$ cat src/rtl/usb_rx_sipo_assembler_if.sv
// Bundle between the USB RX front end / packet FSM and the SIPO word assembler.
// Handshake: byte_valid marks rx_byte as holding an unconsumed word; a word is
// consumed on any rising clk edge where byte_valid and byte_ready are both 1.
// rx_byte is held stable while byte_valid is 1. The producer never waits on
// byte_ready before raising byte_valid.
interface usb_rx_sipo_assembler_if #(
   parameter int NUM_BITS = 8
);
   logic                shift_enable;
   logic                serial_in;
   logic                stuff_bit;
   logic                sync_clear;
   logic                eop;
   logic                byte_ready;
   logic [NUM_BITS-1:0] rx_byte;
   logic                byte_valid;
   logic                overrun;
   logic                partial_err;
   logic                stuff_err;

   // Front end / consumer side
   modport master (
      output shift_enable, serial_in, stuff_bit, sync_clear, eop, byte_ready,
      input  rx_byte, byte_valid, overrun, partial_err, stuff_err
   );

   // Assembler side
   modport slave (
      input  shift_enable, serial_in, stuff_bit, sync_clear, eop, byte_ready,
      output rx_byte, byte_valid, overrun, partial_err, stuff_err
   );
endinterface

$ cat src/rtl/usb_rx_sipo_assembler.sv
// USB RX serial-in/parallel-out word assembler.
// Drops stuffed bits, packs data bits into NUM_BITS-wide words (LSB-first when
// SHIFT_MSB=0, MSB-first when SHIFT_MSB=1) and offers each word on a
// valid/ready handshake. Flags overrun and truncated words.
// Optional: define RX_STUFF_CHECK_EN to flag stuffed bits that are not 0.
// dbg_state exposes the FSM state (1 = ACTIVE, 0 = IDLE).
module usb_rx_sipo_assembler #(
   parameter int NUM_BITS  = 8,
   parameter int SHIFT_MSB = 0
) (
   input  logic                      clk,
   input  logic                      n_rst,
   usb_rx_sipo_assembler_if.slave    bus,
   output logic                      dbg_state
);

   typedef enum logic {IDLE = 1'b0, ACTIVE = 1'b1} state_t;

   localparam int            CW   = $clog2(NUM_BITS + 1);
   localparam logic [CW-1:0] LAST = CW'(NUM_BITS - 1);

   state_t              state, state_nxt;
   logic [NUM_BITS-1:0] sr, sr_nxt, sr_shifted;
   logic [NUM_BITS-1:0] rx_q, rx_nxt;
   logic [CW-1:0]       cnt, cnt_nxt;
   logic                bv_q, bv_nxt;
   logic                ov_q, ov_nxt;
   logic                pe_q, pe_nxt;
   logic                data_bit;
   logic                word_done;

   // The shifted value already contains the current bit, so it is also the
   // completed word when this is the last bit of a word.
   assign sr_shifted = (SHIFT_MSB != 0) ? {sr[NUM_BITS-2:0], bus.serial_in}
                                        : {bus.serial_in, sr[NUM_BITS-1:1]};
   assign data_bit   = (state == ACTIVE) && bus.shift_enable && !bus.stuff_bit;
   assign word_done  = data_bit && (cnt == LAST);

   // State register
   always_ff @(posedge clk or negedge n_rst) begin
      if (!n_rst) state <= IDLE;
      else        state <= state_nxt;
   end

   // Next state and datapath: sync_clear beats eop beats shift; the
   // handshake runs independently so a pending word survives sync_clear.
   always_comb begin
      state_nxt = state;
      sr_nxt    = sr;
      cnt_nxt   = cnt;
      rx_nxt    = rx_q;
      bv_nxt    = bv_q;
      ov_nxt    = ov_q;
      pe_nxt    = pe_q;
      if (bv_q && bus.byte_ready) bv_nxt = 1'b0;
      if (bus.sync_clear) begin
         state_nxt = ACTIVE;
         cnt_nxt   = '0;
         sr_nxt    = '0;
         ov_nxt    = 1'b0;
         pe_nxt    = 1'b0;
      end else if (state == ACTIVE) begin
         if (data_bit) begin
            sr_nxt = sr_shifted;
            if (word_done) begin
               cnt_nxt = '0;
               if (!bv_q || bus.byte_ready) begin
                  rx_nxt = sr_shifted;
                  bv_nxt = 1'b1;
               end else begin
                  ov_nxt = 1'b1;
               end
            end else begin
               cnt_nxt = cnt + 1'b1;
            end
         end
         if (bus.eop) begin
            state_nxt = IDLE;
            sr_nxt    = '0;
            if (cnt_nxt != '0) pe_nxt = 1'b1;
         end
      end
   end

   // Datapath and status registers
   always_ff @(posedge clk or negedge n_rst) begin
      if (!n_rst) begin
         sr   <= '0;
         cnt  <= '0;
         rx_q <= '0;
         bv_q <= 1'b0;
         ov_q <= 1'b0;
         pe_q <= 1'b0;
      end else begin
         sr   <= sr_nxt;
         cnt  <= cnt_nxt;
         rx_q <= rx_nxt;
         bv_q <= bv_nxt;
         ov_q <= ov_nxt;
         pe_q <= pe_nxt;
      end
   end

`ifdef RX_STUFF_CHECK_EN
   logic se_q;

   // A stuffed bit must be 0; a 1 here is a stuffing violation (sticky).
   always_ff @(posedge clk or negedge n_rst) begin
      if (!n_rst)                                  se_q <= 1'b0;
      else if (bus.sync_clear)                     se_q <= 1'b0;
      else if ((state == ACTIVE) && bus.shift_enable && bus.stuff_bit && bus.serial_in)
                                                   se_q <= 1'b1;
   end

   assign bus.stuff_err = se_q;
`else
   assign bus.stuff_err = 1'b0;
`endif

   assign bus.rx_byte     = rx_q;
   assign bus.byte_valid  = bv_q;
   assign bus.overrun     = ov_q;
   assign bus.partial_err = pe_q;
   assign dbg_state       = (state == ACTIVE);

endmodule

$ cat src/flat_wrapper.sv
// flat-port wrapper written by rule: the top's interface ports become plain ports
module usb_rx_sipo_assembler_flat 
#(
   parameter int NUM_BITS  = 8,
   parameter int SHIFT_MSB = 0
)
  (clk, n_rst, dbg_state, bus_shift_enable, bus_serial_in, bus_stuff_bit, bus_sync_clear, bus_eop, bus_byte_ready, bus_rx_byte, bus_byte_valid, bus_overrun, bus_partial_err, bus_stuff_err);
  usb_rx_sipo_assembler_if #(.NUM_BITS(NUM_BITS)) bus_i ();
  input  logic clk;
  input  logic n_rst;
  output logic dbg_state;
  input wire logic [$bits(bus_i.shift_enable)-1:0] bus_shift_enable;
  input wire logic [$bits(bus_i.serial_in)-1:0] bus_serial_in;
  input wire logic [$bits(bus_i.stuff_bit)-1:0] bus_stuff_bit;
  input wire logic [$bits(bus_i.sync_clear)-1:0] bus_sync_clear;
  input wire logic [$bits(bus_i.eop)-1:0] bus_eop;
  input wire logic [$bits(bus_i.byte_ready)-1:0] bus_byte_ready;
  output wire logic [$bits(bus_i.rx_byte)-1:0] bus_rx_byte;
  output wire logic [$bits(bus_i.byte_valid)-1:0] bus_byte_valid;
  output wire logic [$bits(bus_i.overrun)-1:0] bus_overrun;
  output wire logic [$bits(bus_i.partial_err)-1:0] bus_partial_err;
  output wire logic [$bits(bus_i.stuff_err)-1:0] bus_stuff_err;
  assign bus_i.shift_enable = bus_shift_enable;
  assign bus_i.serial_in = bus_serial_in;
  assign bus_i.stuff_bit = bus_stuff_bit;
  assign bus_i.sync_clear = bus_sync_clear;
  assign bus_i.eop = bus_eop;
  assign bus_i.byte_ready = bus_byte_ready;
  assign bus_rx_byte = bus_i.rx_byte;
  assign bus_byte_valid = bus_i.byte_valid;
  assign bus_overrun = bus_i.overrun;
  assign bus_partial_err = bus_i.partial_err;
  assign bus_stuff_err = bus_i.stuff_err;
  usb_rx_sipo_assembler #(.NUM_BITS(NUM_BITS), .SHIFT_MSB(SHIFT_MSB)) u_core (.clk(clk), .n_rst(n_rst), .bus(bus_i), .dbg_state(dbg_state));
endmodule
$ cat config.mk
export PLATFORM = sky130hd
export DESIGN_NAME = usb_rx_sipo_assembler_flat
export DESIGN_NICKNAME = d
export VERILOG_FILES = /design/src/rtl/usb_rx_sipo_assembler_if.sv /design/src/rtl/usb_rx_sipo_assembler.sv /design/src/flat_wrapper.sv
export SDC_FILE = /design/constraint.sdc
export NUM_CORES = 1
export LEC_CHECK = 0
export ABC_AREA = 1
export ABC_CLOCK_PERIOD_IN_PS = 1500
export CAP_MARGIN = 30
export CORE_MARGIN = 2
export CORE_UTILIZATION = 43
export DETAILED_ROUTE_END_ITERATION = 16
export GPL_TIMING_DRIVEN = 0
export PLACE_DENSITY = 0.71
export SLEW_MARGIN = 10
export SYNTH_ARGS = -nofsm -noshare
export SYNTH_HDL_FRONTEND = slang
export SYNTH_SLANG_ARGS = --single-unit
$ cat constraint.sdc
create_clock -name clk -period 1.5 [get_ports clk]
set_clock_uncertainty 0.2 [all_clocks]
set_input_delay 0.3 -clock clk [delete_from_list [all_inputs] [get_ports clk]]
set_output_delay 0.3 -clock clk [all_outputs]
set_load 0.05 [all_outputs]
==> After elaboration in Yosys (flattened, before gate mapping) <==
Index checks and enable logic that the tools add are counted.
{ "word_totals": {"register_bits": 24, "input_bits": 8, "out_inout_bits": 13, "elab_cells": 57} }
{ "op_classes": {"addsub": 1, "n_eq_ne": 2, "n_mux": 28, "n_bitwise": 1, "reduce_logical": 18} }
{ "op_table": {"columns": ["cell", "count"], "rows": [
  ["2-to-1 mux 8 bit", 4],
  ["2-to-1 mux 4 bit", 6],
  ["2-to-1 mux 1 bit", 18],
  ["nonzero test 2 bit", 5],
  ["AND reduction 5 bit", 1],
  ["adder 4 x 1 -> 4 bit (second input constant)", 1],
  ["equality test 4 x 3 -> 1 bit (second input constant)", 1],
  ["logical AND 1 bit", 4],
  ["AND reduction 4 bit", 1],
  ["nonzero test 4 bit", 1],
  ["AND reduction 3 bit", 1],
  ["nonzero test 3 bit", 1],
  ["logical NOT 1 bit", 2],
  ["inequality test 2 bit (second input constant)", 1],
  ["AND reduction 2 bit", 1],
  ["logical OR 1 bit", 1],
  ["inverter 1 bit", 1]
]} }

==> Longest topological paths before layout <==
Gate-level depths: netlist (run 1).
{ "logic_depth": {"ltp_word": 12, "mapped_depth": 11, "ltp_nobuf": 11} }

==> Least setup slack after synthesis (run 1) <==
No wires, ideal clock.
{ "synth_path": {"path_kind": "register to register", "start": "register u_core.state, in the netlist u_core.dbg_state", "end": "register u_core.rx_q[5], in the netlist u_core.bus.rx_byte[5]", "setup_ns": 0.120, "arrival_time_ns": 1.482, "required_ns": 1.180, "slack_ns": -0.302, "path_stages_with_launch": 9, "path_buffers": 1, "period_less_slack_ns": 1.802, "cell_sequence": "dfrtp_1 > nand2_1 > nor2_4 > nand2_1 > inv_2 > nand3_4 > buf_6 > nand2_1 > o21ai_2"} }
{ "synth_via": {"elab_chain_len": 4} }
{ "synth_lines": {"columns": ["element", "line_no", "source"], "rows": [
  ["start: declaration", "usb_rx_sipo_assembler.sv:22", "state_t state, state_nxt;"],
  ["start signal: assignment", "usb_rx_sipo_assembler.sv:42", "else state <= state_nxt;"],
  ["logical AND 1 bit (2 in series)", "usb_rx_sipo_assembler.sv:36", "assign data_bit = (state == ACTIVE) && bus.shift_enable && !bus.stuff_bit;"],
  ["logical AND 1 bit", "usb_rx_sipo_assembler.sv:37", "assign word_done = data_bit && (cnt == LAST);"],
  ["AND reduction 5 bit (no source line) *", null, null],
  ["end signal: assignment", "usb_rx_sipo_assembler.sv:97", "rx_q <= rx_nxt;"],
  ["end: declaration", "usb_rx_sipo_assembler.sv:24", "logic [NUM_BITS-1:0] rx_q, rx_nxt;"]
]} }
Mark *: on every way between the ends. The rest lies on a longest branch, timed or not.
A chain may end at the register's enable or synchronous reset.

==> Worst setup path in the final report (run 1) <==
{ "layout_path": {"start": "register u_core.cnt[1]", "end": "register u_core.pe_q, in the netlist u_core.bus.partial_err"} }
{ "layout_via": {"elab_chain_len": 9, "elab_cells_between_ends": 10, "classes_between": "1 x add/sub; 1 x eq/ne; 4 x mux; 4 x reduce/logical"} }
{ "layout_lines": {"columns": ["element", "line_no", "source"], "rows": [
  ["start: declaration", "usb_rx_sipo_assembler.sv:25", "logic [CW-1:0] cnt, cnt_nxt;"],
  ["start signal: assignment", "usb_rx_sipo_assembler.sv:96", "cnt <= cnt_nxt;"],
  ["parallel branches: the longest is 3 deep, another holds adder 4 x 1 -> 4 bit", null, null],
  ["2-to-1 mux 4 bit *", "usb_rx_sipo_assembler.sv:63", "if (data_bit) begin"],
  ["2-to-1 mux 4 bit *", "usb_rx_sipo_assembler.sv:62", "end else if (state == ACTIVE) begin"],
  ["2-to-1 mux 4 bit *", "usb_rx_sipo_assembler.sv:56", "if (bus.sync_clear) begin"],
  ["nonzero test 4 bit *", "usb_rx_sipo_assembler.sv:80", "if (cnt_nxt != '0) pe_nxt = 1'b1;"],
  ["nonzero test 2 bit (no source line) *", null, null],
  ["AND reduction 3 bit (no source line) *", null, null],
  ["end signal: assignment", "usb_rx_sipo_assembler.sv:100", "pe_q <= pe_nxt;"],
  ["end: declaration", "usb_rx_sipo_assembler.sv:28", "logic pe_q, pe_nxt;"]
]} }
Mark *: on every way between the ends. The select of a mux whose other input is x is not followed.

==> flow_summary_export.csv, run 1 <==
group,metric,value,unit
global_routing,grt_overflow,0,
critical_path,path_max_fanout,3,
sta,finalHoldViolCount,0,
yosys,synth_xor_area_share,0,%
cts,postCtsHoldBufs,0,
critical_path,critPathArrivalTime,1610,ps
yosys,synth_seq_area_share,54.83,%
yosys,muxShareOfSynthArea,0,%
floorplan,dieWidth,53.41,um
critical_path,worstSetupStartpointType,"flop",
yosys,yosys.area.top_type,"dfrtp_1",
power_and_ir_drop,p_total,1.108,mW
cells_and_area,fin_area,1441,sq um
sta,finalCritPeriodShare,106.8,%
critical_path,critPathMostFrequentCell,"nand2_1",
flow_run,maxCapViolCount,0,
cts,numCtsBuffers,3,
yosys,synth_area,1050,sq um
yosys,synth_seq_cells,23,
critical_path,cp_cell_sequence,"ha_4 > buf_6 > nand2_1 > nand2_1 > nand2_1 > nand3_1 > nor2_1 > nand2_2 > nand3_1 > nand2_1",
yosys,synth_nets,126,
yosys,synth_top_family_by_area,"simple AND/OR/NAND/NOR gates",
critical_path,slowest_stage,"dfrtp_1",
power_and_ir_drop,leakagePower,0.7084,nW
critical_path,r2r_cells,10,
cts,cts_tree,"done",
yosys,yosys.cell_types.count,19,
yosys,syn_area_per_cell,8.972,sq um
power_and_ir_drop,ir_drop,0.0006501,V
cells_and_area,drive_gt1_share,40.40,%
yosys,netlist_top_cells_area,"dfrtp_1 55%, nand2_1 12%, o21ai_2 6.7%",
global_routing,antenna_found_initial,0,
global_routing,grt_max_degree,18,
detailed_routing,num_vias,882,
global_routing,grt_pass1_vias,869,
yosys,synth_fa_ha_area_share,1.192,%
sta,fmax,624.4,MHz
global_routing,grt_pass1_wl,3.891,mm
cts,clk_pin_slew,130,ps
yosys,yosys_warnings,0,
critical_path,slowest_delay,440,ps
outcome,violations,"setup timing",
cells_and_area,final_net_count,161,
min_path,hp-class,"in -> async",
cells_and_area,layout_common_cells,"22 x nand2_1, 22 x dfrtp_1, 15 x inv_1",
floorplan,num_rows,17,
yosys,synthCells,117,
detailed_routing,initialDrtViolationCount,14,
cells_and_area,synthToLayoutAreaGrowth,37.31,%
outcome,status,"complete, but fails checks",
floorplan,die_area,2853,sq um
cts,clockRootBuffer,"clkbuf_4",
sta,rsz0062_at_grt,"true",
detailed_routing,wire_per_inst,13.07,um
cts,h-tree-depth,1,
detailed_routing,drc,0,
critical_path,path_delay_family,"simple AND/OR/NAND/NOR gates",
detailed_routing,via_per_inst,4.927,
placement,globalplace.congestion,0.6912,
yosys,synth_top_area_share,54.83,%
placement,dpl_cell_area,1309,sq um
floorplan,ioPinCount,21,
critical_path,crit_buf_inv,1,
cells_and_area,antenna_cells,0,
sta,slew_viol_final,0,
floorplan,die_y,53.41,um
sta,fin_ws,-101.5,ps
global_routing,grt_usage,19.14,%
detailed_routing,wirelength,2.340,mm
floorplan,initial_utilization,46.56,%
sta,holdWs,84.95,ps
critical_path,crit_cells,10,
critical_path,critPathKind,"reg -> reg",
detailed_routing,drt-pass1-iter-count,4,
cells_and_area,final_core_util,63.93,%
cts,clockBufferDepth,2,
placement,post-place-ws,-458.6,ps
detailed_routing,ant_nets,0,
placement,numPortBuffers,19,
placement,hpwlAfterDp,1.564,mm
yosys,synth_compound_area_share,13.23,%
floorplan,coreArea,2255,sq um
power_and_ir_drop,p_per_area,768.9,nW/um^2
critical_path,critPathRequiredTime,1510,ps
cts,worstSkewPairLatency,320,ps
sta,min_period,1601,ps
critical_path,critPathCaptureType,"flop",
yosys,synth-simple-area-share,21.33,%
sta,finalSetupViolCount,10,
cts,cts.sinks,23,
-- final timing paths --
kind	from	end	slack [ps]
worst max-delay path	u_core.cnt[1]	u_core.bus.partial_err	-100
max in group asynchronous	n_rst	u_core.bus.rx_byte[3]	570
worst max register to register	u_core.cnt[1]	u_core.bus.partial_err	-100
min in group clk	bus_sync_clear	u_core.cnt[2]	210
worst min-delay path	n_rst	u_core.bus.rx_byte[7]	80
worst min register to register	u_core.bus.rx_byte[0]	u_core.bus.rx_byte[0]	300
-- layer usage --
layer / global-route usage (%) / routed length [um] / share of wire (%) / vias up
met2: 33.13 / 1201 / 51 / 22
met1: 23.59 / 999 / 43 / 418
met5: 0 / 0 / 0 / -
met4: 8.974 / 45 / 1.9 / 0
met3: 1.977 / 93 / 4.0 / 5
li1: - / - / - / 437
-- layout make-up --
type / count / area [sq um]
clock buffers: 4 / 26.28
inverters: 19 / 71.32
well taps: 28 / 35.03
plain buffers: 2 / 22.52
flip-flops and latches: 23 / 576.8
fillers: 191 / 813.3
multi-input cells: 72 / 439.2
repair buffers: 31 / 270.3
-- logic make-up (layout without fill, tap and decap cells) --
logic type	Yosys count	in the layout
AO/OA/AOI/OAI	20	20
adder cells (fa/ha/maj)	1	1
buffers and inverters	22	56
flip-flops	23	23
other	1	1
AND/OR/NAND/NOR	50	50
-- timing repair --
action / 4_1_cts / 5_1_grt
setup endpoints to repair: 29 / 21
resized for setup: 80 / 7
setup buffers: 10 / 0
cloned: 1 / 0
pin swaps: 7 / 6
-- synthesized netlist by cell type --
cell type	n
or2_1	1
a21oi_1	3
o21ai_2	8
buf_6	1
nor2_1	5
ha_1	1
conb_1	1
o21ai_0	2
buf_2	1
nand3_4	1
nand4_1	1
nor2_4	1
buf_4	1
inv_1	17
dfrtp_1	23
nand3_1	8
o22ai_1	7
inv_2	2
nand2_1	33
-- power breakdown --
part | total (mW) | leakage, nW | switching, mW | internal [mW]
logic | 0.179 | 0.379 | 0.108 | 0.0702
clock network | 0.286 | 0.0150 | 0.182 | 0.104
registers | 0.644 | 0.314 | 0.0113 | 0.632
-- stage by stage --
stage	instances	TNS [ps]
3_3_place_gp	164	-13830
2_1_floorplan	117	-239.4
3_5_place_dp	165	-9276
6_report	179	-739.7
5_1_grt	179	-1560
4_1_cts	179	-849.3
-- state kept, by name, summed over array words and instances (netlist names) --
| register | flops |
|---|---|
| u_core.bus.byte_valid | 1 |
| u_core.bus.rx_byte | 8 |
| u_core.bus.overrun | 1 |
| u_core.bus.partial_err | 1 |
| u_core.cnt | 4 |
| u_core.sr | 7 |
| u_core.dbg_state | 1 |
Note: power is estimated with default switching activity, not from simulation.
==> run 2: changes to the inputs <==
--- a/config.mk
+++ b/config.mk
@@ -13,7 +13,7 @@
 export DETAILED_ROUTE_END_ITERATION = 16
 export GPL_TIMING_DRIVEN = 0
 export PLACE_DENSITY = 0.71
-export SLEW_MARGIN = 10
+export SLEW_MARGIN = 20
 export SYNTH_ARGS = -nofsm -noshare
 export SYNTH_HDL_FRONTEND = slang
 export SYNTH_SLANG_ARGS = --single-unit
==> constraint.sdc (replaced) <==
create_clock -name clk -period 1.5 [get_ports clk]
set_clock_uncertainty 0.2 [all_clocks]
set_input_delay 0.15 -clock clk [delete_from_list [all_inputs] [get_ports clk]]
set_output_delay 0.15 -clock clk [all_outputs]
set_load 0.05 [all_outputs]
==> run 2 against run 1 <==
Net effect:
- the run still ends with setup timing left
- maximum frequency shrank 1.4%
- critical path depth shrank 1
- register-to-register slack lost 20 ps
- power grew 0.40%
- via count grew 2.2%
- sequential power is essentially flat
- critical endpoint is now u_core.bus.rx_byte[2]
- largest cell class unchanged
- largest power group unchanged
- highest routed layer unchanged
==> flow_summary_export.csv, run 2 (synthesis gave the netlist of run 1 again) <==
group,metric,value,unit
cts,cts_tree,"done",
floorplan,dieWidth,53.41,um
cts,clockBufferDepth,2,
detailed_routing,drt-pass1-iter-count,4,
global_routing,grt_max_degree,18,
cts,worstSkewPairLatency,320,ps
sta,fin_ws,-124.9,ps
outcome,status,"complete, but fails checks",
critical_path,rr_startpoint,"u_core.cnt[0]",
sta,setup_tns,-1110,ps
cts,numCtsBuffers,3,
power_and_ir_drop,leakagePower,0.7050,nW
floorplan,die_area,2853,sq um
cells_and_area,final_common_cell,"nand2_1",
critical_path,critPathCaptureType,"flop",
critical_path,critPathMostFrequentCell,"nand2_2",
power_and_ir_drop,ir_drop,0.0006431,V
floorplan,ioPinCount,21,
cts,clk_pin_slew,120,ps
cts,h-tree-depth,1,
floorplan,initial_utilization,46.56,%
cts,cts.sinks,23,
cells_and_area,drive_gt1_share,36.36,%
outcome,violations,"setup timing",
critical_path,critPathArrivalTime,1640,ps
sta,finalCritPeriodShare,108.3,%
sta,rsz0062_at_grt,"true",
cts,clockRootBuffer,"clkbuf_4",
sta,min_period,1625,ps
critical_path,critPathKind,"reg -> reg",
detailed_routing,wire_per_inst,12.95,um
global_routing,antenna_found_initial,0,
floorplan,die_y,53.41,um
critical_path,critPathRequiredTime,1510,ps
cells_and_area,final_net_count,164,
detailed_routing,wirelength,2.356,mm
critical_path,cp_cell_sequence,"ha_4 > nand2_1 > nor2_2 > nand2_2 > inv_2 > nand3_4 > buf_6 > nand2_2 > o21ai_2",
cells_and_area,nFillCells,180,
detailed_routing,drc,0,
floorplan,coreArea,2255,sq um
flow_run,maxCapViolCount,0,
global_routing,grt_usage,19.35,%
min_path,holdCritStartpoint,"bus_sync_clear",
sta,finalSetupViolCount,11,
detailed_routing,initialDrtViolationCount,7,
placement,numPortBuffers,19,
min_path,hp-class,"in -> reg",
detailed_routing,via_per_inst,4.951,
placement,dp.cells,165,
critical_path,path_max_fanout,5,
detailed_routing,ant_nets,0,
cells_and_area,largest_reg_flops,8,
sta,holdWs,6.652,ps
critical_path,slowest_delay,420,ps
global_routing,grt_overflow,0,
critical_path,crit_buf_inv,2,
placement,globalplace.congestion,0.6912,
global_routing,grt_pass1_wl,3.960,mm
cells_and_area,antenna_cells,0,
detailed_routing,num_vias,901,
critical_path,path_delay_family,"flip-flops",
power_and_ir_drop,p_total,1.113,mW
cells_and_area,layout_common_cells,"24 x nand2_1, 22 x dfrtp_1, 15 x inv_1",
placement,post-place-ws,-308.6,ps
critical_path,slowest_stage,"dfrtp_1",
cells_and_area,synthToLayoutAreaGrowth,44.10,%
sta,slew_viol_final,0,
sta,finalHoldViolCount,0,
global_routing,grt_pass1_vias,901,
placement,hpwlAfterDp,1.564,mm
power_and_ir_drop,p_per_area,735.6,nW/um^2
cells_and_area,fin_cells,182,
sta,fmax,615.4,MHz
floorplan,num_rows,17,
critical_path,worstSetupStartpointType,"flop",
critical_path,critPathLaunch,"u_core.cnt[0]",
[run 2: cell count changes in the layout (fill, tap and decap cells not counted), moves of 2 or more]
cell             change
dlygate4sd2_1        -2
nand2_1              +2
dlygate4sd3_1        +2
nand2_2              -2
clkdlybuf4s15_2     +11
buf_2                -9
[run 2: final cells by class]
class | count | area [sq um] | share of cell area, %
clock buffers | 4 | 26.28 | 1.737
well taps | 28 | 35.03 | 2.316
flip-flops and latches | 23 | 576.8 | 38.13
multi-input cells | 72 | 416.7 | 27.54
plain buffers | 3 | 27.53 | 1.820
repair buffers | 33 | 359.1 | 23.74
inverters | 19 | 71.32 | 4.715
[run 2: per-layer routing]
metal	track usage (%)	vias up	share of wire, %
li1	-	442	-
met1	24.95	428	44
met2	31.48	24	49
met3	2.260	7	3.7
met4	10.26	0	2.7
met5	0	-	0
[run 2: repair_timing]
action	in CTS	in global routing
endpoints found under the setup margin	22	21
cloned	1	0
pin swaps	8	6
endpoints found under the hold margin	6	4
gates resized for setup	48	6
buffers inserted	10	0
hold buffers	1	1
[run 2: where the power goes]
part	switching [mW]	total (mW)	internal [mW]
clock network	0.182	0.286	0.104
registers	0.0113	0.644	0.632
logic	0.106	0.183	0.0773
[run 2: worst reg2reg max path: cells and delay by family, from the launching register on]
kind / cells / cell delay (ps)
fa+ha+maj: 1 / 160
simple gates: 5 / 430
buf+inv: 2 / 260
compound gates: 1 / 50
flops: 1 / 420
[run 2: stage by stage]
step | utilization (%) | area (sq um)
finish | 67.09 | 1513
global route | 67.09 | 1513
CTS | 66.48 | 1499
detailed placement | 58.05 | 1309
global placement | 56.83 | 1281
floorplan | - | 1056
[run 2: worst paths after layout]
| check | endpoint | slack (ps) | cells after the start |
|---|---|---|---|
| max | u_core.bus.rx_byte[2] | -120 | 9 |
| min | u_core.dbg_state | 7 | 3 |
| max reg2reg | u_core.bus.rx_byte[2] | -120 | 9 |
| min reg2reg | u_core.bus.rx_byte[5] | 300 | 2 |
| max in group asynchronous | u_core.cnt[3] | 190 | 3 |
| min in group asynchronous | u_core.bus.rx_byte[7] | 470 | 2 |
==> run 3: changes to the inputs <==
--- a/config.mk
+++ b/config.mk
@@ -5,14 +5,13 @@
 export SDC_FILE = /design/constraint.sdc
 export NUM_CORES = 1
 export LEC_CHECK = 0
-export ABC_AREA = 1
 export ABC_CLOCK_PERIOD_IN_PS = 1500
 export CAP_MARGIN = 30
-export CORE_MARGIN = 2
+export CORE_MARGIN = 10
 export CORE_UTILIZATION = 43
 export DETAILED_ROUTE_END_ITERATION = 16
 export GPL_TIMING_DRIVEN = 0
-export PLACE_DENSITY = 0.71
+export PLACE_DENSITY = 0.72
 export SLEW_MARGIN = 20
 export SYNTH_ARGS = -nofsm -noshare
 export SYNTH_HDL_FRONTEND = slang
==> run 3 against run 2 <==
Net effect:
- sequential power is 1% lower
- setup slack worse by 180 ps
- largest cell class unchanged
- maximum frequency is 9.9% lower
- the run still ends with setup timing left
- first-iteration DRC count grew to 3.1 times the previous value
- synthesized area is 5.2% lower
- via count is 17% lower
- flip-flop and latch count stayed put
- critical path type unchanged
- clock power is 2% lower
- critical path depth is 4 lower
- routed wire length is 2.4% higher
- cell area is 5.4% lower
- power is 4.9% lower
==> flow_summary_export.csv, run 3 <==
group,metric,value,unit
outcome,status,"complete, but fails checks",
outcome,violations,"setup timing",
power_and_ir_drop,p_per_area,739.4,nW/um^2
sta,finalSetupViolCount,18,
flow_run,maxCapViolCount,0,
placement,globalplace.congestion,0.7762,
yosys,synth_nets,87,
cts,cts.sinks,23,
cts,cts_tree,"done",
detailed_routing,drt-pass1-iter-count,4,
critical_path,critPathArrivalTime,1830,ps
cells_and_area,antenna_cells,0,
yosys,synth_area,994.7,sq um
floorplan,coreArea,2212,sq um
critical_path,critPathCaptureType,"flop",
cts,h-tree-depth,1,
floorplan,num_rows,17,
yosys,synth_seq_cells,23,
yosys,synth_seq_area_share,57.86,%
yosys,synth_ff_type,"dfrtp_1",
cells_and_area,largest_reg_flops,8,
yosys,netlist_top_cells_area,"dfrtp_1 58%, mux2_2 9.1%, a22o_1 6.2%",
critical_path,path_max_fanout,4,
cts,clk_pin_slew,120,ps
cts,clockRootBuffer,"clkbuf_4",
detailed_routing,initialDrtViolationCount,22,
floorplan,die_area,4637,sq um
cts,clockBufferDepth,2,
floorplan,ioPinCount,21,
sta,finalCritPeriodShare,120.2,%
critical_path,slowest_stage,"or4_1",
floorplan,die_y,68.10,um
sta,fmax,554.8,MHz
yosys,yosys.cell_types.count,30,
floorplan,dieWidth,68.10,um
placement,numPortBuffers,19,
yosys,synthArstFlopShare,100.0,%
cells_and_area,drive_gt1_share,40.54,%
critical_path,crit_buf_inv,1,
global_routing,grt_overflow,0,
sta,slew_viol_final,0,
critical_path,path_delay_family,"simple AND/OR/NAND/NOR gates",
sta,max_slew_margin,64.98,%
cells_and_area,final_net_count,121,
power_and_ir_drop,ir_drop,0.0006625,V
yosys,syn_area_per_cell,12.75,sq um
sta,min_period,1803,ps
critical_path,critPathRequiredTime,1520,ps
sta,fin_ws,-302.5,ps
cells_and_area,final_common_cell,"dfrtp_1",
detailed_routing,drc,0,
global_routing,grt_pass1_vias,778,
global_routing,antenna_found_initial,0,
cts,worstSkewPairLatency,300,ps
power_and_ir_drop,p_total,1.058,mW
detailed_routing,via_per_inst,5.374,
yosys,yosysMostFrequentCell,"dfrtp_1",
detailed_routing,wirelength,2.412,mm
detailed_routing,num_vias,747,
cells_and_area,nFillCells,173,
cts,numCtsBuffers,3,
yosys,synthCells,78,
cells_and_area,layout_common_cells,"22 x dfrtp_1, 11 x clkdlybuf4s15_2, 8 x buf_4",
critical_path,worstSetupStartpointType,"flop",
detailed_routing,ant_nets,0,
yosys,yosys.area.top_type,"dfrtp_1",
sta,finalHoldViolCount,0,
min_path,hp-class,"in -> reg",
yosys,synth_top_area_share,57.86,%
detailed_routing,wire_per_inst,17.35,um
placement,dpl_cell_area,1266,sq um
yosys,ys_top_cells_by_count,"23 x dfrtp_1, 8 x mux2_2, 7 x a22o_1",
floorplan,initial_utilization,44.97,%
placement,hpwlAfterDp,1.521,mm
critical_path,cp_cell_sequence,"buf_4 > nand3_1 > or4_1 > o2111a_1 > a211oi_2",
global_routing,grt_usage,11.06,%
cells_and_area,fin_area,1431,sq um
global_routing,grt_max_degree,17,
sta,rsz0062_at_grt,"true",
yosys,yosys_warnings,0,
cells_and_area,synthToLayoutAreaGrowth,43.90,%
power_and_ir_drop,leakagePower,0.6337,nW
critical_path,critPathKind,"reg -> reg",
yosys,synth-edff-count,0,
critical_path,slowest_delay,500,ps
sta,tightest_slew,525.3,ps
global_routing,grt_pass1_wl,3.960,mm
==> run 3: area by class of cell <==
class                           instances  area [sq um]  area share (%)
Buffer                                  3         22.52           1.573
Clock buffer                            3         22.52           1.573
Clock inverter                          1         5.005          0.3497
Inverter                                2         7.507          0.5245
Multi-Input combinational cell         50         461.7           32.26
Sequential cell                        23         576.8           40.30
Tap cell                               28         35.03           2.448
Timing Repair Buffer                   29         300.3           20.98
==> run 3: cell families (layout without fill, tap and decap cells) <==
logic type / count (synthesis) / in the layout / share of synthesized area, %
compound gates: 19 / 19 / 14.97
xor+xnor: 2 / 2 / 1.761
fa+ha+maj: 1 / 1 / 1.258
buf+inv: 5 / 38 / 2.641
flops: 23 / 23 / 57.86
mux: 8 / 8 / 9.057
other cells: 1 / 1 / 0.3770
simple gates: 19 / 19 / 12.08
==> run 3: routing by layer <==
| layer | GRT usage [%] | part of all wire (%) |
|---|---|---|
| met2 | 18.26 | 49 |
| met3 | 3.263 | 7.3 |
| met1 | 13.46 | 43 |
| met5 | 0 | 0 |
| met4 | 3.769 | 0.79 |
==> run 3: worst paths after layout <==
check,start,endpoint,slack [ps],cells past startpoint
max,u_core.cnt[0],u_core.bus.partial_err,-300,5
min,bus_serial_in,u_core.sr[7],280,2
max reg2reg,u_core.cnt[0],u_core.bus.partial_err,-300,5
min reg2reg,u_core.bus.rx_byte[6],u_core.bus.rx_byte[6],330,1
max in group asynchronous,n_rst,u_core.dbg_state,160,3
min in group asynchronous,n_rst,u_core.bus.overrun,490,2
==> run 3: repair_timing <==
action                                 4_1_cts  5_1_grt
cloned                                       0        0
endpoints found under the hold margin        7        0
setup buffers                                7        1
gates resized for setup                     50        1
hold buffers                                 1        0
pin swaps                                    3        3
setup endpoints to repair                   31       19
==> run 3: power by group <==
group / switching [mW] / internal [mW] / total, mW
logic: 0.0803 / 0.0629 / 0.143
clock network: 0.181 / 0.0993 / 0.280
registers: 0.00764 / 0.628 / 0.635
==> run 3: metrics by stage <==
step / setup WS [ps] / TNS [ps] / hold slack (ps) / instances / util [%]
floorplan: -470.6 / -5413 / -345.6 / 78 / -
global placement: -634.0 / -12340 / 278.5 / 125 / 56.00
detailed placement: -699.1 / -10790 / 288.9 / 126 / 57.24
CTS: -324.5 / -4249 / 279.5 / 138 / 64.20
global route: -351.6 / -5585 / 282.8 / 139 / 64.71
finish: -302.5 / -4148 / 278.1 / 139 / 64.71
